**src/rtl/uart_tx_mmio.sv**
```systemverilog
// rtl/uart_tx_mmio.sv - memory-mapped 8N1 UART transmitter with 8-entry FIFO and drain interrupt
// Optional: define UART_TX_PARITY_EN to add CTRL parity_en/odd and a PARITY bit before STOP.
module uart_tx_mmio #(
    parameter int          FIFO_DEPTH = 8,
    parameter int          FIFO_AW    = 3,
    parameter logic [15:0] DIV_RESET  = 16'd434
) (
    input  logic        clk,
    input  logic        rst,
    input  logic        ce,
    input  logic        we,
    input  logic [31:0] addr,
    input  logic [3:0]  sel,
    input  logic [31:0] data_i,
    output logic [31:0] data_o,
    output logic        txd,
    output logic        int_o
);
    typedef enum logic [2:0] {S_IDLE, S_START, S_DATA, S_PARITY, S_STOP} state_t;

    localparam logic [FIFO_AW:0] DEPTH_C = (FIFO_AW + 1)'(FIFO_DEPTH);

    state_t             state, state_d;
    logic [7:0]         mem [FIFO_DEPTH];
    logic [FIFO_AW-1:0] wr_ptr, rd_ptr;
    logic [FIFO_AW:0]   count;
    logic               overflow, tx_en, int_en;
    logic [15:0]        divisor, div_q, baud_cnt;
    logic [7:0]         shift;
    logic [2:0]         bit_idx;
`ifdef UART_TX_PARITY_EN
    logic               ctrl_par, ctrl_odd, par_en_q, par_q;
`endif

    logic full, empty, busy, wr_en, wr_txdata, wr_status, wr_div, wr_ctrl;
    logic pop, push, bit_end;
    logic unused_bits;

    assign full      = (count == DEPTH_C);
    assign empty     = (count == '0);
    assign busy      = (state != S_IDLE);
    assign wr_en     = ce & we & (sel == 4'b1111);
    assign wr_txdata = wr_en & (addr[3:2] == 2'd0);
    assign wr_status = wr_en & (addr[3:2] == 2'd1);
    assign wr_div    = wr_en & (addr[3:2] == 2'd2);
    assign wr_ctrl   = wr_en & (addr[3:2] == 2'd3);
    assign pop       = (state == S_IDLE) & tx_en & ~empty;
    // A full FIFO still accepts the byte when the head is leaving this cycle.
    assign push      = wr_txdata & (~full | pop);
    assign bit_end   = (baud_cnt == div_q - 16'd1);
    assign unused_bits = ^{addr[31:4], addr[1:0], data_i[31:16]};

    always_ff @(posedge clk) begin
        state <= rst ? S_IDLE : state_d;
    end

    always_comb begin
        state_d = state;
        case (state)
            S_IDLE:   if (pop) state_d = S_START;
            S_START:  if (bit_end) state_d = S_DATA;
            S_DATA:   if (bit_end && bit_idx == 3'd7) begin
`ifdef UART_TX_PARITY_EN
                          state_d = par_en_q ? S_PARITY : S_STOP;
`else
                          state_d = S_STOP;
`endif
                      end
            S_PARITY: if (bit_end) state_d = S_STOP;
            S_STOP:   if (bit_end) state_d = S_IDLE;
            default:  state_d = S_IDLE;
        endcase
    end

    always_comb begin
        txd = 1'b1;
        case (state)
            S_START:  txd = 1'b0;
            S_DATA:   txd = shift[0];
`ifdef UART_TX_PARITY_EN
            S_PARITY: txd = par_q;
`endif
            default:  txd = 1'b1;
        endcase
    end

    always_ff @(posedge clk) begin
        if (rst) begin
            wr_ptr   <= '0;
            rd_ptr   <= '0;
            count    <= '0;
            overflow <= 1'b0;
            divisor  <= DIV_RESET;
            tx_en    <= 1'b0;
            int_en   <= 1'b0;
            div_q    <= DIV_RESET;
            baud_cnt <= '0;
            bit_idx  <= '0;
            shift    <= '0;
            int_o    <= 1'b0;
`ifdef UART_TX_PARITY_EN
            ctrl_par <= 1'b0;
            ctrl_odd <= 1'b0;
            par_en_q <= 1'b0;
            par_q    <= 1'b0;
`endif
        end else begin
            if (push) begin
                mem[wr_ptr] <= data_i[7:0];
                wr_ptr      <= wr_ptr + 1'b1;
            end
            if (pop) rd_ptr <= rd_ptr + 1'b1;
            case ({push, pop})
                2'b10:   count <= count + 1'b1;
                2'b01:   count <= count - 1'b1;
                default: count <= count;
            endcase
            // Clear first so a simultaneous dropped byte leaves overflow set.
            if (wr_status && data_i[3]) overflow <= 1'b0;
            if (wr_txdata && full && !pop) overflow <= 1'b1;
            if (wr_div) divisor <= data_i[15:0];
            if (wr_ctrl) begin
                tx_en  <= data_i[0];
                int_en <= data_i[1];
`ifdef UART_TX_PARITY_EN
                ctrl_par <= data_i[2];
                ctrl_odd <= data_i[3];
`endif
            end
            if (pop) begin
                shift    <= mem[rd_ptr];
                div_q    <= (divisor < 16'd2) ? 16'd2 : divisor;
                baud_cnt <= '0;
                bit_idx  <= '0;
`ifdef UART_TX_PARITY_EN
                par_en_q <= ctrl_par;
                par_q    <= (^mem[rd_ptr]) ^ ctrl_odd;
`endif
            end else if (state != S_IDLE) begin
                if (bit_end) begin
                    baud_cnt <= '0;
                    if (state == S_DATA) begin
                        shift   <= {1'b0, shift[7:1]};
                        bit_idx <= bit_idx + 1'b1;
                    end
                end else begin
                    baud_cnt <= baud_cnt + 16'd1;
                end
            end
            int_o <= int_en & empty & (state == S_IDLE);
        end
    end

    always_comb begin
        data_o = 32'h0;
        if (ce && !we) begin
            case (addr[3:2])
                2'd1: data_o = {24'h0, count, overflow, busy, empty, full};
                2'd2: data_o = {16'h0, divisor};
`ifdef UART_TX_PARITY_EN
                2'd3: data_o = {28'h0, ctrl_odd, ctrl_par, int_en, tx_en};
`else
                2'd3: data_o = {28'h0, 2'b00, int_en, tx_en};
`endif
                default: data_o = 32'h0;
            endcase
        end
    end
endmodule
```
**config.mk**
```make
export PLATFORM = sky130hd
export DESIGN_NAME = uart_tx_mmio
export DESIGN_NICKNAME = d
export VERILOG_FILES = /design/src/rtl/uart_tx_mmio.sv
export SDC_FILE = /design/constraint.sdc
export NUM_CORES = 1
export LEC_CHECK = 0
export BUFFER_PORTS_ARGS = -buffer_cell sky130_fd_sc_hd__buf_2
export CAP_MARGIN = 20
export CELL_PAD_IN_SITES_DETAIL_PLACEMENT = 0
export CELL_PAD_IN_SITES_GLOBAL_PLACEMENT = 1
export CORE_ASPECT_RATIO = 0.6
export CORE_UTILIZATION = 40
export CTS_CLUSTER_SIZE = 25
export DETAILED_ROUTE_END_ITERATION = 10
export PLACE_DENSITY_LB_ADDON = 0.1
export SYNTH_ARGS = -nofsm -noshare
export SYNTH_HDL_FRONTEND = slang
export SYNTH_SLANG_ARGS = --single-unit
```
**constraint.sdc**
```tcl
create_clock -name clk -period 3 [get_ports clk]
set_input_delay 0.6 -clock clk [delete_from_list [all_inputs] [get_ports clk]]
set_output_delay 0.6 -clock clk [all_outputs]
set_load 0.005 [all_outputs]
```
-- Yosys cells after proc, flatten, opt, wreduce, memory -nomap -nowiden
Memory sizes are Yosys's and may differ from the RTL's. A register that Yosys moved wholly into a read port is not among the register bits.
Index checks and enable logic that the tools add are counted.
- $add $sub $neg: 7
- magnitude comparators: 1
- equal/unequal tests: 18
- multiplexer cells: 23
- bitwise gates (word level): 14
- reductions and logical operators: 20
- operators by type and width (cell ; count):
    16-bit two-way mux ; 3
    16-bit case mux with 3 select lines ; 1
    8-bit two-way mux ; 4
    3-bit two-way mux ; 7
    16-bit by 1-bit adder with 16-bit output (second input constant) ; 1
    16-bit equality test ; 1
    16-bit by 2-bit less-than comparator with 1-bit output (second input constant) ; 1
    16-bit by 1-bit subtractor with 16-bit output (second input constant) ; 1
    3-bit case mux with 5 select lines ; 1
    1-bit bitwise AND ; 11
    2-bit inequality test (second input constant) ; 5
    2-bit nonzero test ; 5
    3-bit by 1-bit adder with 3-bit output (second input constant) ; 3
    4-bit equality test (second input constant) ; 2
    4-bit case mux with 2 select lines ; 1
    2-bit equality test (second input constant) ; 3
    3-bit by 2-bit equality test with 1-bit output (second input constant) ; 2
    3-bit equality test (second input constant) ; 2
    3-bit AND reduction ; 2
    1-bit logical AND ; 5
    1-bit two-way mux ; 5
    5-bit AND reduction ; 1
    4-bit by 1-bit adder with 4-bit output (second input constant) ; 1
    2-bit by 1-bit equality test with 1-bit output (second input constant) ; 2
    11 further kinds ; 13
- register bits after elaboration: 76
- memory bits (writable): 64
- bits of input ports: 72
- output and inout bits: 34
- word-level logic and storage cells: 97
- memories: 1
- memory list (memory ; depth ; bits a word ; rd ports ; clocked after Yosys merged registers in ; wr ports ; RTL line ; RTL):
    mem ; 8 ; 8 ; 1 ; 1 ; 1 ; 24 ; logic [7:0] mem [FIFO_DEPTH];

-- Logic depth before layout (Yosys ltp)
Gate-level depths: netlist of run 1.
- word-level depth: 8
- depth in mapped cells: 10

-- Worst setup path after synthesis of run 1
OpenSTA, ideal clock, no wires.
- path type: input to register
- start point: input port sel[2]
- end point: memory mem[0][0], enable pin
- arrival time: 2275 ps
- slack: 342 ps
- stages on the path: 6
- buffers on the path: 0
- cell sequence: and4_1 nand3_1 or3_1 nor3_1 nand2b_1 nor3_1
- word-level cells in the longest chain between the ends: 7
- ends and longest elaborated chain (element ; RTL line ; RTL):
    start: declaration ; 13 ; input logic [3:0] sel,
    4-bit equality test ; 42 ; assign wr_en = ce & we & (sel == 4'b1111);
    1-bit bitwise AND ; 42 ;
    1-bit bitwise AND ; 43 ; assign wr_txdata = wr_en & (addr[3:2] == 2'd0);
    1-bit bitwise AND ; 49 ; assign push = wr_txdata & (~full | pop);
    1-bit two-way mux ; 108 ; if (push) begin
    1-bit two-way mux ; 88 ; if (rst) begin
    1-bit two-way mux (implied by the code) ; 109 ; mem[wr_ptr] <= data_i[7:0];
    end: declaration ; 24 ;
No other way between the ends.

-- Worst setup path after layout of run 1
- start point: register div_q[1]
- end point: register shift[3]
- word-level cells in the longest chain between the ends: 4
- ends and longest elaborated chain (element ; RTL line ; RTL):
    start: declaration ; 28 ; logic [15:0] divisor, div_q, baud_cnt;
    start signal: assignment ; 132 ; div_q <= (divisor < 16'd2) ? 16'd2 : divisor;
    16-bit by 1-bit subtractor with 16-bit output ; 50 ; assign bit_end = (baud_cnt == div_q - 16'd1);
    16-bit equality test ; 50 ;
    2-bit nonzero test (no line) ; n/a ;
    3-bit AND reduction (no line) ; n/a ;
    end signal: assignment ; 131 ; shift <= mem[rd_ptr];
    end signal: assignment ; 143 ; shift <= {1'b0, shift[7:1]};
    end: declaration ; 29 ; logic [7:0] shift;
No other way between the ends.
A chain may end at the register's enable or synchronous reset.

==> flow_summary_export.csv, run 1 <==
group,metric,value,unit
worst_setup_path,critPathLaunchType,"register",
final_layout,fin_area,0.00769,sq mm
clocking,clk_pin_slew,60,ps
floorplanning,die_area,0.0172,sq mm
synth,netlist_area,0.00665,sq mm
synth,synth-edff-count,64,
routing,num_vias,4842,
power,p_switching,881,uW
clocking,cts_buffers,17,
clocking,cts-root-buf,"clkbuf_16",
routing,wl_per_cell,16.9,microns
clocking,cts_tree,"yes",
final_layout,fillers,1505,
sta,finalHoldViolCount,0,
floorplanning,die_x,168,microns
power,combinationalPowerShare,0.019,
clocking,clkSinkCount,143,
place,portBuffers,43,
power,leakage,2.70,nW
global_routing,grt-ovfl-total,0,
synth,synth_top_area_share,0.289,
sta,period_needed,2720,ps
sta,holdWs,421,ps
sta,tns,0,ps
clocking,cts_buffer_depth,2,
power,clkPwrFrac,0.491,
place,place_congestion,0.830,
global_routing,grt_pass1_vias,4637,
sta,clock_skew,14.5,ps
worst_setup_path,worstSetupPathType,"reg -> reg",
floorplanning,initial_utilization,0.409,
power,p_per_area,540,mW/mm^2
final_layout,num-nets-final,772,
sta,final.period_utilization,0.908,
job,drv_cap,0,
global_routing,grt_pass1_wl,25.8,mm
final_layout,antenna_cells,0,
synth,synth_area_leaders,"edfxtp_1 (29%), dfxtp_1 (24%), mux4_2 (5.4%), nand2_1 (5.2%), nor2_1 (3.3%)",
sta,tightest_slew,661,ps
routing,wirelength,15.7,mm
synth,synth_warnings,0,
synth,synth_cell_types,60,
worst_setup_path,critical_path.max_fanout,13,
worst_setup_path,worstPathRequired,3320,ps
place,hpwl,11.2,mm
synth,synthTopCellsByCount,"nand2_1 (93), dfxtp_1 (79), edfxtp_1 (64)",
routing,via_per_inst,5.20,
synth,synth.avg_cell_area,10.4,sq um
worst_setup_path,crit_path_end_kind,"register",
routing,drc,0,
sta,maxSlewHeadroom,0.558,
synth,ys.flop_type,"dfxtp_1",
routing,ant_nets,0,
sta,rsz0062_at_grt,"false",
sta,finalSetupViolCount,0,
synth,yosysSeqAreaShare,0.527,
final_layout,area_delta_synth_final,15.7,%
sta,max_freq,367,MHz
sta,maxSlewViolCount,0,
power,p_seq_frac,0.489,
power,p_sw_frac,0.212,
clocking,htreeDepth,4,
synth,yosysMostFrequentCell,"nand2_1",
place,placed_cell_area,0.00712,sq mm
status,outcome,"complete, no violations",
floorplanning,core,0.0163,sq mm
global_routing,track_usage,0.200,
synth,async_flop_share,0,
power,ir_drop,0.000305,V
global_routing,grt_max_degree,53,
routing,firstDrtPassIters,4,
clocking,clk_latency,420,ps
global_routing,antenna_found_initial,0,
final_layout,post_route_cells_drive_above_1_share,0.176,
synth,yosys.area.top_type,"edfxtp_1",
worst_hold_path,hold_class,"in -> reg",
power,p_int,3.28,mW
worst_setup_path,cp.arrival,3050,ps
synth,netlist_instances,641,
synth,synth-seq-cells,143,
floorplanning,die_h,102,microns
floorplanning,rows,36,
routing,drtIter0Drc,260,
floorplanning,io_pins,106,
[repair_timing]
| item | in CTS | in global routing |
|---|---|---|
| resized for setup | 0 | 2 |
| setup buffers | 0 | 0 |
| setup endpoints to repair | 0 | 23 |
| hold buffers | 0 | 0 |
[worst max-delay path, cell delays in order, from the launching register on]
cell and delay (ps):
dfxtp_1 310, inv_1 50, ha_1 240, nor3b_4 370, nand4_1 170, a221o_1 390
a21oi_2 180, o2111a_2 450, nand3_1 190, a311oi_1 280
[layout make-up]
type                            instances  area [sq um]  share of cell area
Clock inverter                         14           140              0.0182
Tap cell                              228           285              0.0371
Inverter                                6          22.5             0.00293
Timing Repair Buffer                   68           403              0.0524
Clock buffer                           18           429              0.0558
Sequential cell                       143          3500               0.455
Multi-Input combinational cell        455          2910               0.378
[state kept, by name, indices dropped and copies added (netlist names), named ones only]
name and cells:
baud_cnt 16, bit_idx 3, count 4, div_q 16, divisor 16, int_en 1
int_o 1, mem 64, overflow 1, rd_ptr 3, shift 8, state 3
tx_en 1, wr_ptr 3
[power by group through the flow]
stage / registers [mW] / clock network (mW) / logic [mW]
floorplan: 2.08 / 0 / 0.0520
global placement: 2.08 / 0 / 0.0773
detailed placement: 2.08 / 0 / 0.0797
CTS: 2.03 / 2.09 / 0.0797
global route: 2.03 / 2.18 / 0.0898
finish: 2.03 / 2.04 / 0.0793
[kinds of logic (layout without fill, tap and decap cells)]
| kind of cell | after synthesis | in the layout | synth area share |
|---|---|---|---|
| AOI/OAI and AO/OA | 106 | 106 | 0.103 |
| xor gates and xnor gates | 37 | 37 | 0.0487 |
| adders and majority gates | 9 | 9 | 0.0181 |
| buffers and inverters | 58 | 106 | 0.0452 |
| DFF | 143 | 143 | 0.527 |
| muxes | 22 | 22 | 0.0638 |
| other | 1 | 16 | 0.000564 |
| and+or+nand+nor | 265 | 265 | 0.194 |
[layer usage]
| layer | GRT usage | vias to the layer above | wire length [microns] |
|---|---|---|---|
| li1 | - | 2377 | - |
| met1 | 0.317 | 2310 | 8590 |
| met2 | 0.266 | 149 | 6050 |
| met3 | 0.0476 | 6 | 1030 |
| met5 | 0 | - | 0 |
| met4 | 0.0538 | 0 | 66 |
[stage by stage]
stage	instances	setup slack (ps)	power (mW)	utilization
after global routing	932	3.10	4.30	0.473
after floorplan	656	342	2.13	-
after global placement	900	182	2.15	0.438
after detailed placement	900	34.4	2.16	0.438
final	932	276	4.16	0.473
after CTS	932	43.4	4.20	0.473
[layout by cell type (no fill, tap or decap), types with 3 or more instances in the layout]
cell type / netlist / layout
ha_1: 8 / 8
a22oi_1: 8 / 8
clkinvlp_4: 0 / 3
clkbuf_16: 0 / 17
buf_2: 3 / 43
nand3_1: 25 / 25
mux4_2: 16 / 16
xor2_1: 19 / 19
and4_1: 3 / 3
nor2_1: 58 / 58
a211oi_1: 12 / 12
buf_4: 17 / 25
nand3b_1: 15 / 15
and2_1: 8 / 8
nor4_1: 5 / 5
a311oi_1: 7 / 7
o21ai_0: 17 / 17
edfxtp_1: 64 / 64
and3_1: 6 / 6
nor3_1: 11 / 11
conb_1: 1 / 16
a21oi_1: 39 / 39
dfxtp_1: 79 / 79
a31oi_1: 3 / 3
or3_1: 4 / 4
nand4_1: 6 / 6
inv_6: 0 / 3
nor2b_1: 11 / 11
nand2_1: 93 / 93
xnor2_1: 18 / 18
mux2i_1: 3 / 3
inv_1: 6 / 6
nand2b_1: 12 / 12
[path summary, 6_finish.rpt]
check | endpoint | startpoint | slack (ps) | depth (start not counted)
worst max-delay path | shift[3] | div_q[1] | 280 | 9
worst min-delay path | divisor[8] | data_i[8] | 420 | 3
worst max register to register | shift[3] | div_q[1] | 280 | 9
worst min register to register | div_q[15] | div_q[15] | 480 | 2
Note: power is estimated with default switching activity, not from simulation.
==> inputs of run 2 (changes only) <==
Settings changed: ABC_AREA from default to 1.
==> flow_summary_export.csv, run 2 <==
group,metric,value,unit
status,outcome,"complete, no violations",
clocking,clkSinkCount,143,
sta,rsz0062_at_grt,"false",
floorplanning,die_h,102,microns
final_layout,mostFrequentLayoutCells,"nand2_1 (121), nor2_1 (112), dfxtp_1 (79)",
routing,drtIter0Drc,397,
floorplanning,die_x,169,microns
final_layout,largest_register_ffs,64,
place,place_congestion,0.816,
worst_setup_path,path_buf_inv,3,
synth,synthTopCellsByCount,"nand2_1 (121), nor2_1 (112), dfxtp_1 (79)",
worst_setup_path,rr_startpoint,"state[1]",
sta,finalSetupViolCount,0,
synth,netlist_instances,759,
worst_setup_path,critical_path.max_fanout,10,
worst_hold_path,whs_path_depth,3,
worst_setup_path,ff2ff_setup_slack,420,ps
clocking,cts-root-buf,"clkbuf_16",
floorplanning,die_area,0.0173,sq mm
synth,synth-seq-cells,143,
worst_setup_path,slowest_delay,360,ps
floorplanning,io_pins,106,
final_layout,layout_commonest_cell,"nand2_1",
final_layout,regArea,0.00350,sq mm
worst_setup_path,crit_path_end_kind,"register",
job,drv_cap,0,
global_routing,track_usage,0.203,
final_layout,largest_register,"mem",
power,p_switching,1.12,mW
sta,clock_skew,16.9,ps
worst_setup_path,critPathLaunchType,"register",
final_layout,final_cells,1051,
floorplanning,core,0.0163,sq mm
sta,maxSlewViolCount,0,
clocking,clk_latency,420,ps
routing,wirelength,16.8,mm
global_routing,grt-ovfl-total,0,
sta,max_freq,388,MHz
worst_setup_path,worstPathRequired,3350,ps
routing,via_per_inst,4.97,
synth,async_flop_share,0,
final_layout,post_route_cells_drive_above_1_share,0.143,
worst_hold_path,hold_end,"divisor[8]",
clocking,cts-resized-gates,0,
clocking,htreeDepth,4,
synth,synth_area_leaders,"edfxtp_1 (29%), dfxtp_1 (24%), nand2_1 (6.8%), nor2_1 (6.3%), o21ai_0 (4.6%)",
power,leakage,2.91,nW
sta,tns,0,ps
power,p_per_area,581,mW/mm^2
global_routing,grt_pass1_vias,4903,
worst_setup_path,crit_chain,"inv_2 -> nand2_4 -> nor2_8 -> inv_6 -> nor3_4 -> inv_4 -> nor2_1 -> ha_1 -> nand2_1 -> o21ai_0 -> mux2i_4 -> o21ai_1 -> a21oi_1",
floorplanning,initial_utilization,0.411,
power,p_sw_frac,0.249,
routing,drc,0,
final_layout,final_util,0.474,
clocking,cts_buffer_depth,2,
synth,yosys.area.top_type,"edfxtp_1",
worst_setup_path,worstSetupPathType,"reg -> reg",
global_routing,grt_pass1_wl,26.4,mm
clocking,clk_pin_slew,70,ps
power,p_int,3.37,mW
sta,finalHoldViolCount,0,
global_routing,antenna_found_initial,1,
synth,ys.flop_type,"dfxtp_1",
worst_setup_path,cp.arrival,2930,ps
worst_setup_path,rr_endpoint,"count[3]",
routing,num_vias,5223,
worst_setup_path,rr_worst_depth,13,
synth,yosysMostFrequentCell,"nand2_1",
global_routing,grt_max_degree,34,
clocking,post-cts-setup-buffer-count,0,
final_layout,fillers,1597,
power,ir_drop,0.000343,V
synth,synth_warnings,0,
sta,period_needed,2580,ps
power,clkPwrFrac,0.469,
sta,final.period_utilization,0.859,
floorplanning,rows,36,
worst_setup_path,slowest_stage,"o21ai_0",
place,hpwl,12.2,mm
worst_hold_path,hold_class,"in -> reg",
synth,synth.avg_cell_area,8.84,sq um
final_layout,num-nets-final,891,
synth,yosysSeqAreaShare,0.522,
power,p_seq_frac,0.461,
worst_setup_path,critPathTopFamily,"simple AND/OR/NAND/NOR gates",
sta,maxSlewHeadroom,0.389,
place,placed_cells,1019,
clocking,cts_buffers,17,
place,portBuffers,43,
final_layout,antenna_cells,0,
clocking,cts_tree,"yes",
routing,firstDrtPassIters,5,
routing,ant_nets,0,
worst_setup_path,cp.depth,13,
synth,synth-edff-count,64,
routing,wl_per_cell,15.9,microns
worst_hold_path,min_from,"data_i[8]",
power,combinationalPowerShare,0.070,
sta,tightest_slew,916,ps
synth,synth_cell_types,53,
synth,netlist_area,0.00671,sq mm
synth,synth_top_area_share,0.287,
clocking,hold_buffers,0,
final_layout,multi_input_area,0.00275,sq mm
final_layout,area_delta_synth_final,15.3,%
run 2: cell count changes in the layout (fill, tap and decap cells not counted), sizes merged, moves of 8 or more:
cell / change
nand2: +35
nand3b: -13
buf: -9
xnor2: -12
nand2b: -12
nor2: +62
nor3: +8
a211oi: -12
mux4: -16
o21ai: +49
nor2b: -11
inv: +63
run 2: cells by family after synthesis:
group | after synthesis | synth area share
AO/OA/AOI/OAI | 143 | 0.123
XOR/XNOR | 26 | 0.0360
adder cells (fa/ha/maj) | 9 | 0.0179
buffers and inverters | 112 | 0.0759
flip-flops | 143 | 0.522
multiplexers | 8 | 0.0138
other | 1 | 0.000559
AND/OR/NAND/NOR | 317 | 0.210
run 2: how the worst max path moves through the flow:
stage	end	from	slack [ps]
5_1_grt	count[3]	state[1]	180
3_5_place_dp	divisor[11]	addr[3]	280
3_3_place_gp	count[3]	sel[1]	330
2_1_floorplan	count[3]	sel[1]	560
4_1_cts	count[3]	state[1]	420
6_report	count[3]	state[1]	420
run 2: area by class of cell:
class                      count  share of cell area
timing repair buffer          59              0.0434
clock buffer                  17              0.0550
clock inverter                15              0.0206
tap                          228              0.0369
inverter                      70              0.0351
sequential                   143               0.453
multi-input combinational    519               0.356
run 2: through the flow:
| stage | total power, mW | hold slack, ps | instance area, sq um | worst slack, ps |
|---|---|---|---|---|
| 2_1_floorplan | 2.34 | 428 | 6760 | 560 |
| 3_3_place_gp | 2.43 | 436 | 7150 | 330 |
| 3_5_place_dp | 2.43 | 444 | 7150 | 284 |
| 4_1_cts | 4.53 | 434 | 7730 | 416 |
| 5_1_grt | 4.65 | 431 | 7730 | 179 |
| 6_report | 4.49 | 438 | 7730 | 422 |
run 2: worst register-to-register path: stages (launching register included):
cell and delay [ps]:
dfxtp_1 340, inv_2 90, nand2_4 60, nor2_8 230, inv_6 110, nor3_4 240, inv_4 50, nor2_1 240
ha_1 240, nand2_1 60, o21ai_0 360, mux2i_4 310, o21ai_1 70, a21oi_1 120
run 2: power by group through the flow:
stage          clock, mW  combinational, mW  sequential (mW)
6_report            2.11              0.316             2.07
5_1_grt             2.22              0.354             2.07
4_1_cts             2.14              0.322             2.07
3_5_place_dp           0              0.322             2.11
3_3_place_gp           0              0.316             2.11
2_1_floorplan          0              0.226             2.11
run 2: per-layer routing:
metal,routed length (microns),vias up,track usage
li1,-,2634,-
met1,9270,2442,0.322
met2,6480,134,0.274
met3,873,11,0.0407
met4,112,2,0.0520
met5,17,-,0
